`src/rtl/nibble_serial_addsub.sv`:
```
// Nibble-serial WIDTH-bit add/subtract: one 4-bit CLA step per clock, carry registered between nibbles.
// Optional signed-overflow output enabled by defining ADDSUB_OVERFLOW_EN.
module nibble_serial_addsub #(
  parameter int WIDTH = 16,
  localparam int NIB = WIDTH / 4
) (
  input  logic             clk,
  input  logic             rst,
  input  logic             in_valid,
  output logic             in_ready,
  input  logic [WIDTH-1:0] a,
  input  logic [WIDTH-1:0] b,
  input  logic             sub,
  output logic             out_valid,
  input  logic             out_ready,
  output logic [WIDTH-1:0] result,
  output logic             cout,
`ifdef ADDSUB_OVERFLOW_EN
  output logic             ovf,
`endif
  output logic             busy
);

  localparam int CW = (NIB > 1) ? $clog2(NIB) : 1;

  // Handshakes: a transfer happens on a rising edge where valid && ready are both high;
  // valid never depends on ready, and in_ready/out_valid are decoded from the state register only.
  typedef enum logic [1:0] {IDLE, RUN, DONE} state_t;

  state_t           state_q, state_d;
  logic [WIDTH-1:0] a_q, b_q, result_q;
  logic             sub_q, carry_q, cout_q;
  logic [CW-1:0]    count_q;
  logic [3:0]       a_n, b_n, g, p, sum_n;
  logic [4:0]       c;
  logic             last;
`ifdef ADDSUB_OVERFLOW_EN
  logic             ovf_q;
`endif

  // One CLA nibble; B is inverted here so subtract becomes A + ~B + 1 with carry seeded by sub.
  always_comb begin
    a_n   = a_q[{count_q, 2'b00} +: 4];
    b_n   = b_q[{count_q, 2'b00} +: 4] ^ {4{sub_q}};
    g     = a_n & b_n;
    p     = a_n ^ b_n;
    c[0]  = carry_q;
    c[1]  = g[0] | (p[0] & c[0]);
    c[2]  = g[1] | (p[1] & g[0]) | (p[1] & p[0] & c[0]);
    c[3]  = g[2] | (p[2] & g[1]) | (p[2] & p[1] & g[0]) | (p[2] & p[1] & p[0] & c[0]);
    c[4]  = g[3] | (p[3] & g[2]) | (p[3] & p[2] & g[1]) | (p[3] & p[2] & p[1] & g[0])
          | (p[3] & p[2] & p[1] & p[0] & c[0]);
    sum_n = p ^ c[3:0];
    last  = (count_q == CW'(NIB - 1));
  end

  always_comb begin
    state_d = state_q;
    case (state_q)
      IDLE:    if (in_valid) state_d = RUN;
      RUN:     if (last) state_d = DONE;
      DONE:    if (out_ready) state_d = IDLE;
      default: state_d = IDLE;
    endcase
  end

  always_ff @(posedge clk) begin
    if (rst) begin
      state_q  <= IDLE;
      a_q      <= '0;
      b_q      <= '0;
      sub_q    <= 1'b0;
      carry_q  <= 1'b0;
      count_q  <= '0;
      result_q <= '0;
      cout_q   <= 1'b0;
`ifdef ADDSUB_OVERFLOW_EN
      ovf_q    <= 1'b0;
`endif
    end else begin
      state_q <= state_d;
      case (state_q)
        IDLE: if (in_valid) begin
          a_q      <= a;
          b_q      <= b;
          sub_q    <= sub;
          carry_q  <= sub;
          count_q  <= '0;
          result_q <= '0;
          cout_q   <= 1'b0;
`ifdef ADDSUB_OVERFLOW_EN
          ovf_q    <= 1'b0;
`endif
        end
        RUN: begin
          result_q[{count_q, 2'b00} +: 4] <= sum_n;
          carry_q <= c[4];
          count_q <= count_q + 1'b1;
          if (last) begin
            cout_q <= c[4];
`ifdef ADDSUB_OVERFLOW_EN
            ovf_q  <= c[3] ^ c[4];
`endif
          end
        end
        default: ;
      endcase
    end
  end

  assign in_ready  = (state_q == IDLE);
  assign out_valid = (state_q == DONE);
  assign busy      = (state_q == RUN) || (state_q == DONE);
  assign result    = result_q;
  assign cout      = cout_q;
`ifdef ADDSUB_OVERFLOW_EN
  assign ovf       = ovf_q;
`endif

endmodule

```
`config.mk`:
```
export PLATFORM = sky130hd
export DESIGN_NAME = nibble_serial_addsub
export DESIGN_NICKNAME = d
export VERILOG_FILES = /design/src/rtl/nibble_serial_addsub.sv
export SDC_FILE = /design/constraint.sdc
export NUM_CORES = 1
export LEC_CHECK = 0
export CAP_MARGIN = 20
export CORE_UTILIZATION = 45
export CTS_CLUSTER_DIAMETER = 60
export CTS_CLUSTER_SIZE = 14
export DETAILED_ROUTE_END_ITERATION = 16
export PLACE_DENSITY_LB_ADDON = 0.1
export SLEW_MARGIN = 20
export SYNTH_ARGS = -nofsm -noshare
export SYNTH_HDL_FRONTEND = slang
export SYNTH_SLANG_ARGS = --single-unit
```
`constraint.sdc`:
```
create_clock -name clk -period 3 [get_ports clk]
set_input_delay 0.6 -clock clk [delete_from_list [all_inputs] [get_ports clk]]
set_output_delay 0.6 -clock clk [all_outputs]
set_load 0.05 [all_outputs]
```
# Word level (Yosys, flattened, before mapping)
# Cells that the tools add are included.
word_totals:
  regBits: 55
  input_bits: 37
  word_cells: 71
classes:
  add_sub_neg: 2
  n_eq_ne: 6
  n_shift: 4
  muxes: 14
  bitwise: 30
  n_reduce_logical: 7
op_table:
  columns: ["op", "n"]
  rows:
  - ["16-bit one-hot mux with 2 select lines", 1]
  - ["16-bit by 5-bit variable part select with 4-bit output", 2]
  - ["1-bit AND", 16]
  - ["16-bit bitwise mux", 1]
  - ["16-bit two-way mux", 1]
  - ["4-bit by 6-bit variable shift with 16-bit output, first input constant", 1]
  - ["4-bit by 6-bit variable part select with 16-bit output", 1]
  - ["4-bit bitwise XOR", 3]
  - ["1-bit OR", 10]
  - ["2-bit two-way mux", 4]
  - ["4-bit negation with 6-bit output", 1]
  - ["2-bit one-hot mux with 3 select lines", 1]
  - ["3-bit AND reduction", 2]
  - ["4-bit AND", 1]
  - ["2-bit equality test, second input constant", 2]
  - ["2-bit != test, second input constant", 2]
  - ["1-bit one-hot mux with 2 select lines", 2]
  - ["2-bit one-hot mux with 2 select lines", 1]
  - ["2-bit AND reduction", 2]
  - ["1-bit two-way mux", 3]
  - ["2-bit by 1-bit adder with 2-bit output, second input constant", 1]
  - ["2-bit by 1-bit equality test with 1-bit output, second input constant", 1]
  - ["2-bit logical NOT", 1]
  - ["2-bit by 1-bit != test with 1-bit output, second input constant", 1]
  - ["2 further kinds", 2]

# Longest topological paths before layout
# Gate-level depths: netlist (run 1).
depth:
  ltp_word: 11
  mapped_depth: 8
  mapped_depth_nobuf: 7

# Worst setup path after synthesis (run 1)
# No wires, ideal clock.
synth_path:
  path_kind: "register to register"
  start: "register count_q[0]"
  end: "register result_q[14], in the netlist result[14]"
  setup_time_ns: 0.128
  arrival_time_ns: 2.240
  required_time_ns: 2.872
  slack_ns: 0.632
  stages_incl_launch_ff: 9
  n_path_buf: 1
  synth_period_minus_slack_ns: 2.368
  cell_sequence: "dfxtp_1 buf_4 mux4_2 xor2_1 ha_1 o21ai_0 or2_2 a32oi_1 nor2_1"
synth_via:
  elab_chain_cells: 11
  word_cells_on_any_way: 26
synth_rtl:
  columns: ["item", "line", "rtl"]
  rows:
  - ["start, declared", "33", "logic [CW-1:0] count_q;"]
  - ["start signal, assigned", "98", "count_q <= count_q + 1'b1;"]
  - ["16-bit by 5-bit variable part select with 4-bit output", "44", "b_n = b_q[{count_q, 2'b00} +: 4] ^ {4{sub_q}};"]
  - ["4-bit bitwise XOR", "44", null]
  - ["4-bit bitwise XOR or 4-bit AND (tied branches)", "46, 45", null]
  - ["1-bit AND", "50", "c[3] = g[2] | (p[2] & g[1]) | (p[2] & p[1] & g[0]) | (p[2] & p[1] & p[0] & c[0]);"]
  - ["1-bit OR or 1-bit AND (tied branches) (2 in series)", "50", null]
  - ["1-bit OR", "50", null]
  - ["4-bit bitwise XOR", "53", "sum_n = p ^ c[3:0];"]
  - ["4-bit by 6-bit variable part select with 16-bit output", "96", "result_q[{count_q, 2'b00} +: 4] <= sum_n;"]
  - ["16-bit bitwise mux (*)", "96", null]
  - ["16-bit one-hot mux with 2 select lines (*)", "82", "case (state_q)"]
  - ["end signal, assigned by index", "96", null]
  - ["end, declared", "31", "logic [WIDTH-1:0] a_q, b_q, result_q;"]
# Every way passes the cells marked *; elsewhere a longest branch is shown, timed or not.
# A chain may end at the register's enable or synchronous reset.

# Worst setup path after layout (run 1)
layout_path:
  start: "register state_q[1]"
  end: "output in_ready"
layout_via:
  elab_chain_cells: 1
layout_rtl:
  columns: ["item", "line", "rtl"]
  rows:
  - ["start, declared", "30", "state_t state_q, state_d;"]
  - ["start signal, assigned", "81", "state_q <= state_d;"]
  - ["2-bit logical NOT", "111", "assign in_ready = (state_q == IDLE);"]
  - ["end, declared", "10", "output logic in_ready,"]
# Every way passes these cells.

==> results of run 1 <==
path summary, 6_finish.rpt:
check,start,endpoint,cells past startpoint
max reg2reg,count_q[0]$_SDFFE_PP0P_,result[2]$_SDFFE_PP0P_,7
min reg2reg,a_q[14]$_SDFFE_PP0P_,a_q[14]$_SDFFE_PP0P_,2
max,state_q[1]$_SDFFE_PP0P_,in_ready,3
min,a_q[14]$_SDFFE_PP0P_,a_q[14]$_SDFFE_PP0P_,2
worst max-delay path, delay by kind of cell (launching register included):
family,cells,cell delay (ps)
adders and majority gates,1,380
buffers and inverters,2,960
DFF,1,340
stage by stage:
stage	cell area (sq um)	power, uW	utilization, %
after global routing	3330	1780	59.4
after global placement	3240	1280	57.7
final	3330	1680	59.4
after CTS	3330	1700	59.4
after detailed placement	3240	1280	57.7
after floorplan	2660	1150	-
cell families (layout without fill, tap and decap cells):
group / count (synthesis) / in the layout / share of synthesized area, %
flops: 55 / 55 / 41.5
buf+inv: 28 / 78 / 5.09
simple gates: 116 / 116 / 20.9
fa+ha+maj: 13 / 13 / 6.41
xor+xnor: 6 / 6 / 1.98
mux: 11 / 11 / 8.11
compound gates: 69 / 69 / 16.0
layout by cell type (no fill, tap or decap), types with 3 or more instances in the layout:
cell,Yosys,layout
nand3b_1,9,9
a21oi_1,36,36
a2bb2oi_1,5,5
clkbuf_8,0,5
clkdlybuf4s50_1,0,55
nand2_1,70,70
buf_4,1,5
inv_1,9,9
nor2_1,17,17
o21ai_1,3,3
xor2_1,5,5
nand2b_1,4,4
dfxtp_1,55,55
mux4_2,8,8
ha_1,12,12
o31ai_1,6,6
cell type report:
class,instances,area [sq um]
Multi-Input combinational cell,215,1420
Clock inverter,3,25.0
Inverter,9,33.8
Tap cell,72,90.1
Clock buffer,5,68.8
Sequential cell,55,1100
Timing Repair Buffer,61,593
Fill cell,553,2280
per-layer routing:
metal | wire [um] | share of wire, % | track usage, %
met5 | 0 | 0 | 0
met4 | 55 | 0.99 | 6.55
met3 | 218 | 3.9 | 3.45
met2 | 2430 | 44 | 29.4
met1 | 2860 | 51 | 27.9
power groups by stage:
stage | combinational (uW) | clock (uW) | sequential (uW)
after floorplan | 330 | 0 | 823
after global placement | 456 | 0 | 821
after detailed placement | 462 | 0 | 822
after CTS | 465 | 429 | 805
after global routing | 510 | 456 | 811
final | 458 | 419 | 805
flip-flops by register name (all words and copies together), names as in the netlist:
name / flops
a_q: 16
state_q: 2
cout: 1
carry_q: 1
result: 16
sub_q: 1
count_q: 2
b_q: 16
==> impl_metrics.env, run 1 <==
export IMPL_status="finished clean"
export IMPL_ys_top_cells_by_area="dfxtp_1 (41%), nand2_1 (9.9%), a21oi_1 (6.8%)"
export IMPL_drt_pre_antenna_iters=4
export IMPL_drive_gt1_share_pct=8.91
export IMPL_switchingPower_uw=540
export IMPL_clock_skew_ps=11.1
export IMPL_pwr_share_clk_pct=24.9
export IMPL_drt_iter0_markers=78
export IMPL_synth_fp_nets=348
export IMPL_ant_nets=0
export IMPL_gp_congestion=0.879
export IMPL_rows=27
export IMPL_syn_to_final_growth_pct=25.4
export IMPL_peakVddDrop_uv=234
export IMPL_synthArstFlopShare_pct=0
export IMPL_setup_viol=0
export IMPL_synth_top_area_share_pct=41.5
export IMPL_power_density_mw_per_mm2=505
export IMPL_post_cts_resized=0
export IMPL_layout_setup_ws_ps=412
export IMPL_grt_overflow=0
export IMPL_dieArea_sq_mm=0.00621
export IMPL_drcViolationCount=0
export IMPL_htreeDepth=2
export IMPL_grt_pass1_wl_um=9410
export IMPL_p_leak_uw=0.00123
export IMPL_hpwl_um=4150
export IMPL_place_ws_ps=504
export IMPL_coreArea_sq_mm=0.00561
export IMPL_grt_usage_pct=19.4
export IMPL_power_share_switching_pct=32.1
export IMPL_power_internal_uw=1140
export IMPL_synth_flop_cell="dfxtp_1"
export IMPL_numCtsBuffers=5
export IMPL_synth_area_per_cell_sq_um=8.91
export IMPL_antenna_found_initial=0
export IMPL_ys_seq_area_share_pct=41.5
export IMPL_netlist_instances=298
export IMPL_min_path_type="flop to flop"
export IMPL_worst_r2r_setup_slack_ps=480
export IMPL_synth_most_common_cell="nand2_1"
export IMPL_period_needed_ps=2590
export IMPL_comb_power_share_pct=27.2
export IMPL_power_frac_seq_pct=47.9
export IMPL_clk_pin_slew_ps=110
export IMPL_cts_sinks=55
export IMPL_die_w_um=78.8
export IMPL_worst_path_max_fanout=9
export IMPL_synth_largest_area_cell="dfxtp_1"
export IMPL_yosys_warnings=0
export IMPL_fin_worst_hold_slack_ps=458
export IMPL_synth_area_sq_mm=0.00266
export IMPL_cp_arrival_ps=1990
export IMPL_path_class="flop to primary output"
export IMPL_diodes=0
export IMPL_fin_cells=420
export IMPL_cp_start_kind="flop"
export IMPL_drv_cap=0
export IMPL_placedCellCount=412
export IMPL_cpMaxStageDelayCell="clkdlybuf4s50_1"
export IMPL_portBuffers=56
export IMPL_die_y_um=78.8
export IMPL_ys_seq_elements=55
export IMPL_vias=2190
export IMPL_slowest_delay_ps=880
export IMPL_ctsHoldBuffers=0
export IMPL_timing_fmax_ghz=0.386
export IMPL_hold_violations=0
export IMPL_insertion_delay_ps=320
export IMPL_synth_edf_count=0
export IMPL_synth_common_cells="nand2_1 (70), dfxtp_1 (55), a21oi_1 (36)"
export IMPL_num_io_pins=57
export IMPL_start_util_pct=47.3
export IMPL_max_slew_margin_pct=51.1
export IMPL_end_kind="primary output"
export IMPL_post_synth_num_cell_types=50
export IMPL_grt_start_max_net_pins=45
export IMPL_clock_path_buffers=2
export IMPL_cts_tree="done"
export IMPL_path_cells="inv_1 > ha_1 > clkdlybuf4s50_1"
export IMPL_avgRoutedWirePerCell_um=13.3
export IMPL_crit_required_ps=2400
export IMPL_maxSlewViolCount=0
export IMPL_rsz0062_at_grt="false"
export IMPL_post_route_period_util_pct=86.3
export IMPL_finalSetupTns_ps=0
export IMPL_wirelength_um=5570
export IMPL_post_cts_buffers=0
export IMPL_tightest_slew_ps=734
export IMPL_via_per_inst=5.21
export IMPL_num_nets_final=397
export IMPL_grt_pass1_vias=1984
export IMPL_root_buffer="clkbuf_8"
Note: power is estimated with default switching activity, not from simulation.
==> run 2: changes to the inputs <==
--- a/config.mk
+++ b/config.mk
@@ -11,6 +11,7 @@
 export CTS_CLUSTER_SIZE = 14
 export DETAILED_ROUTE_END_ITERATION = 16
 export PLACE_DENSITY_LB_ADDON = 0.1
+export SKIP_LAST_GASP = 1
 export SLEW_MARGIN = 20
 export SYNTH_ARGS = -nofsm -noshare
 export SYNTH_HDL_FRONTEND = slang
==> constraint.sdc (replaced) <==
create_clock -name clk -period 2.2 [get_ports clk]
set_input_delay 0.44 -clock clk [delete_from_list [all_inputs] [get_ports clk]]
set_output_delay 0.44 -clock clk [all_outputs]
set_load 0.05 [all_outputs]
==> impl_metrics.env, run 2 (synthesized netlist as in run 1, its figures left out) <==
export IMPL_power_density_mw_per_mm2=712
export IMPL_status="finished, violations left"
export IMPL_die_y_um=78.8
export IMPL_whs_path_depth=2
export IMPL_drcViolationCount=0
export IMPL_multi_input_area_sq_mm=0.00160
export IMPL_via_per_inst=5.23
export IMPL_numCtsBuffers=5
export IMPL_worst_r2r_setup_slack_ps=-90
export IMPL_num_nets_final=408
export IMPL_drt_iter0_markers=90
export IMPL_clk_pin_slew_ps=100
export IMPL_clock_path_buffers=2
export IMPL_rows=27
export IMPL_maxSlewViolCount=0
export IMPL_avgRoutedWirePerCell_um=14.1
export IMPL_period_needed_ps=2290
export IMPL_antenna_found_initial=0
export IMPL_grt_usage_pct=20.2
export IMPL_crit_required_ps=2440
export IMPL_hold_violations=0
export IMPL_min_from="rst"
export IMPL_cts_sinks=55
export IMPL_violations="setup timing"
export IMPL_cts_tree="done"
export IMPL_grt_overflow=0
export IMPL_dieArea_sq_mm=0.00621
export IMPL_timing_fmax_ghz=0.437
export IMPL_ant_nets=0
export IMPL_placedCellCount=420
export IMPL_cp_arrival_ps=2530
export IMPL_grt_pass1_vias=2126
export IMPL_worst_path_max_fanout=5
export IMPL_vias=2256
export IMPL_tightest_slew_ps=498
export IMPL_grt_pass1_wl_um=9850
export IMPL_insertion_delay_ps=300
export IMPL_layout_setup_ws_ps=-89.5
export IMPL_final_common_cell="nand2_1"
export IMPL_path_class="flop to flop"
export IMPL_diodes=0
export IMPL_start_util_pct=47.3
export IMPL_p_leak_uw=0.00133
export IMPL_drive_gt1_share_pct=19.5
export IMPL_syn_to_final_growth_pct=36.9
export IMPL_final_cell_mix="nand2_1 (70), dfxtp_1 (54), clkdlybuf4s50_1 (52)"
export IMPL_drv_cap=0
export IMPL_num_io_pins=57
export IMPL_min_to="result[4]$_SDFFE_PP0P_"
export IMPL_seqCellArea_sq_mm=0.00110
export IMPL_setup_viol=13
export IMPL_fin_cells=431
export IMPL_hpwl_um=4420
export IMPL_fin_worst_hold_slack_ps=438
export IMPL_coreArea_sq_mm=0.00561
export IMPL_rsz0062_at_grt="true"
export IMPL_finalPower_uw=2590
export IMPL_peakVddDrop_uv=383
export IMPL_root_buffer="clkbuf_8"
export IMPL_drt_pre_antenna_iters=4
export IMPL_grt_start_max_net_pins=34
export IMPL_gp_congestion=0.823
export IMPL_portBuffers=56
export IMPL_min_path_type="input pin to flop"
export IMPL_rr_startpoint="count_q[0]$_SDFFE_PP0P_"
export IMPL_cp_start_kind="flop"
export IMPL_post_route_period_util_pct=104
export IMPL_r2r_end="result[4]$_SDFFE_PP0P_"
export IMPL_reg2reg_depth=6
export IMPL_max_slew_margin_pct=66.7
export IMPL_end_kind="flop"
export IMPL_clock_skew_ps=9.11
export IMPL_htreeDepth=2
export IMPL_die_w_um=78.8
export IMPL_fillers=499
export IMPL_wirelength_um=6090
-- run 2: cell types whose count changed in the layout (fill, tap and decap cells not counted), sizes merged --
cell	before	now
buf	6	20
clkdlybuf4s50	55	52
inv	9	10
bufinv	0	1
clkinv	2	0
-- run 2: power by group --
part / leakage, uW / internal [uW] / total (uW) / switching (uW)
Combinational: 0.000825 / 367 / 806 / 439
Sequential: 0.000450 / 1060 / 1100 / 45.0
Clock: 0.0000548 / 343 / 680 / 337
-- run 2: cell type report --
type	count	share of cell area [%]
clock buffers	5	1.89
clock inverters	3	1.27
inverters	9	0.929
multi-input cells	215	44.0
flip-flops and latches	55	30.4
well taps	72	2.48
repair buffers	72	19.0
-- run 2: how the worst max path moves through the flow --
stage,cells after the start,to,start,slack [ps]
floorplan,8,result[14]$_SDFFE_PP0P_,count_q[0]$_SDFFE_PP0P_,-0.1
global placement,7,result[2]$_SDFFE_PP0P_,count_q[0]$_SDFFE_PP0P_,-50
detailed placement,7,result[10]$_SDFFE_PP0P_,count_q[0]$_SDFFE_PP0P_,-140
CTS,7,result[10]$_SDFFE_PP0P_,count_q[0]$_SDFFE_PP0P_,-60
global route,7,result[10]$_SDFFE_PP0P_,count_q[0]$_SDFFE_PP0P_,-170
finish,6,result[4]$_SDFFE_PP0P_,count_q[0]$_SDFFE_PP0P_,-90
-- run 2: per-stage QoR --
step                setup slack (ps)  area, sq um  setup TNS, ps  util (%)
detailed placement              -139         3320          -1050      59.1
finish                         -89.5         3630           -458      64.8
CTS                            -55.4         3490           -283      62.2
global placement               -51.9         3320           -219      59.1
floorplan                    -0.0990         2680        -0.0990         -
global route                    -167         3630          -1880      64.8
-- run 2: timing repair --
action	4_1_cts	5_1_grt
endpoints found under the setup margin	17	18
setup buffers	1	2
hold buffers	0	0
pin swaps	6	19
gates resized for setup	12	23
endpoints found under the hold margin	0	0
-- run 2: worst max-delay path, cell delays in order (launching register included) --
cell and delay (ps):
dfxtp_4 410, mux4_2 570, xor2_4 220, inv_2 60
fa_2 460, or3b_1 400, a21oi_2 110
-- run 2: layer usage --
metal / GRT usage, % / share of wire (%) / vias to the layer above
met3: 3.79 / 3.6 / 5
li1: - / - / 1150
met5: 0 / 0 / -
met1: 27.9 / 49 / 1047
met4: 5.82 / 0.95 / 0
met2: 32.0 / 47 / 54
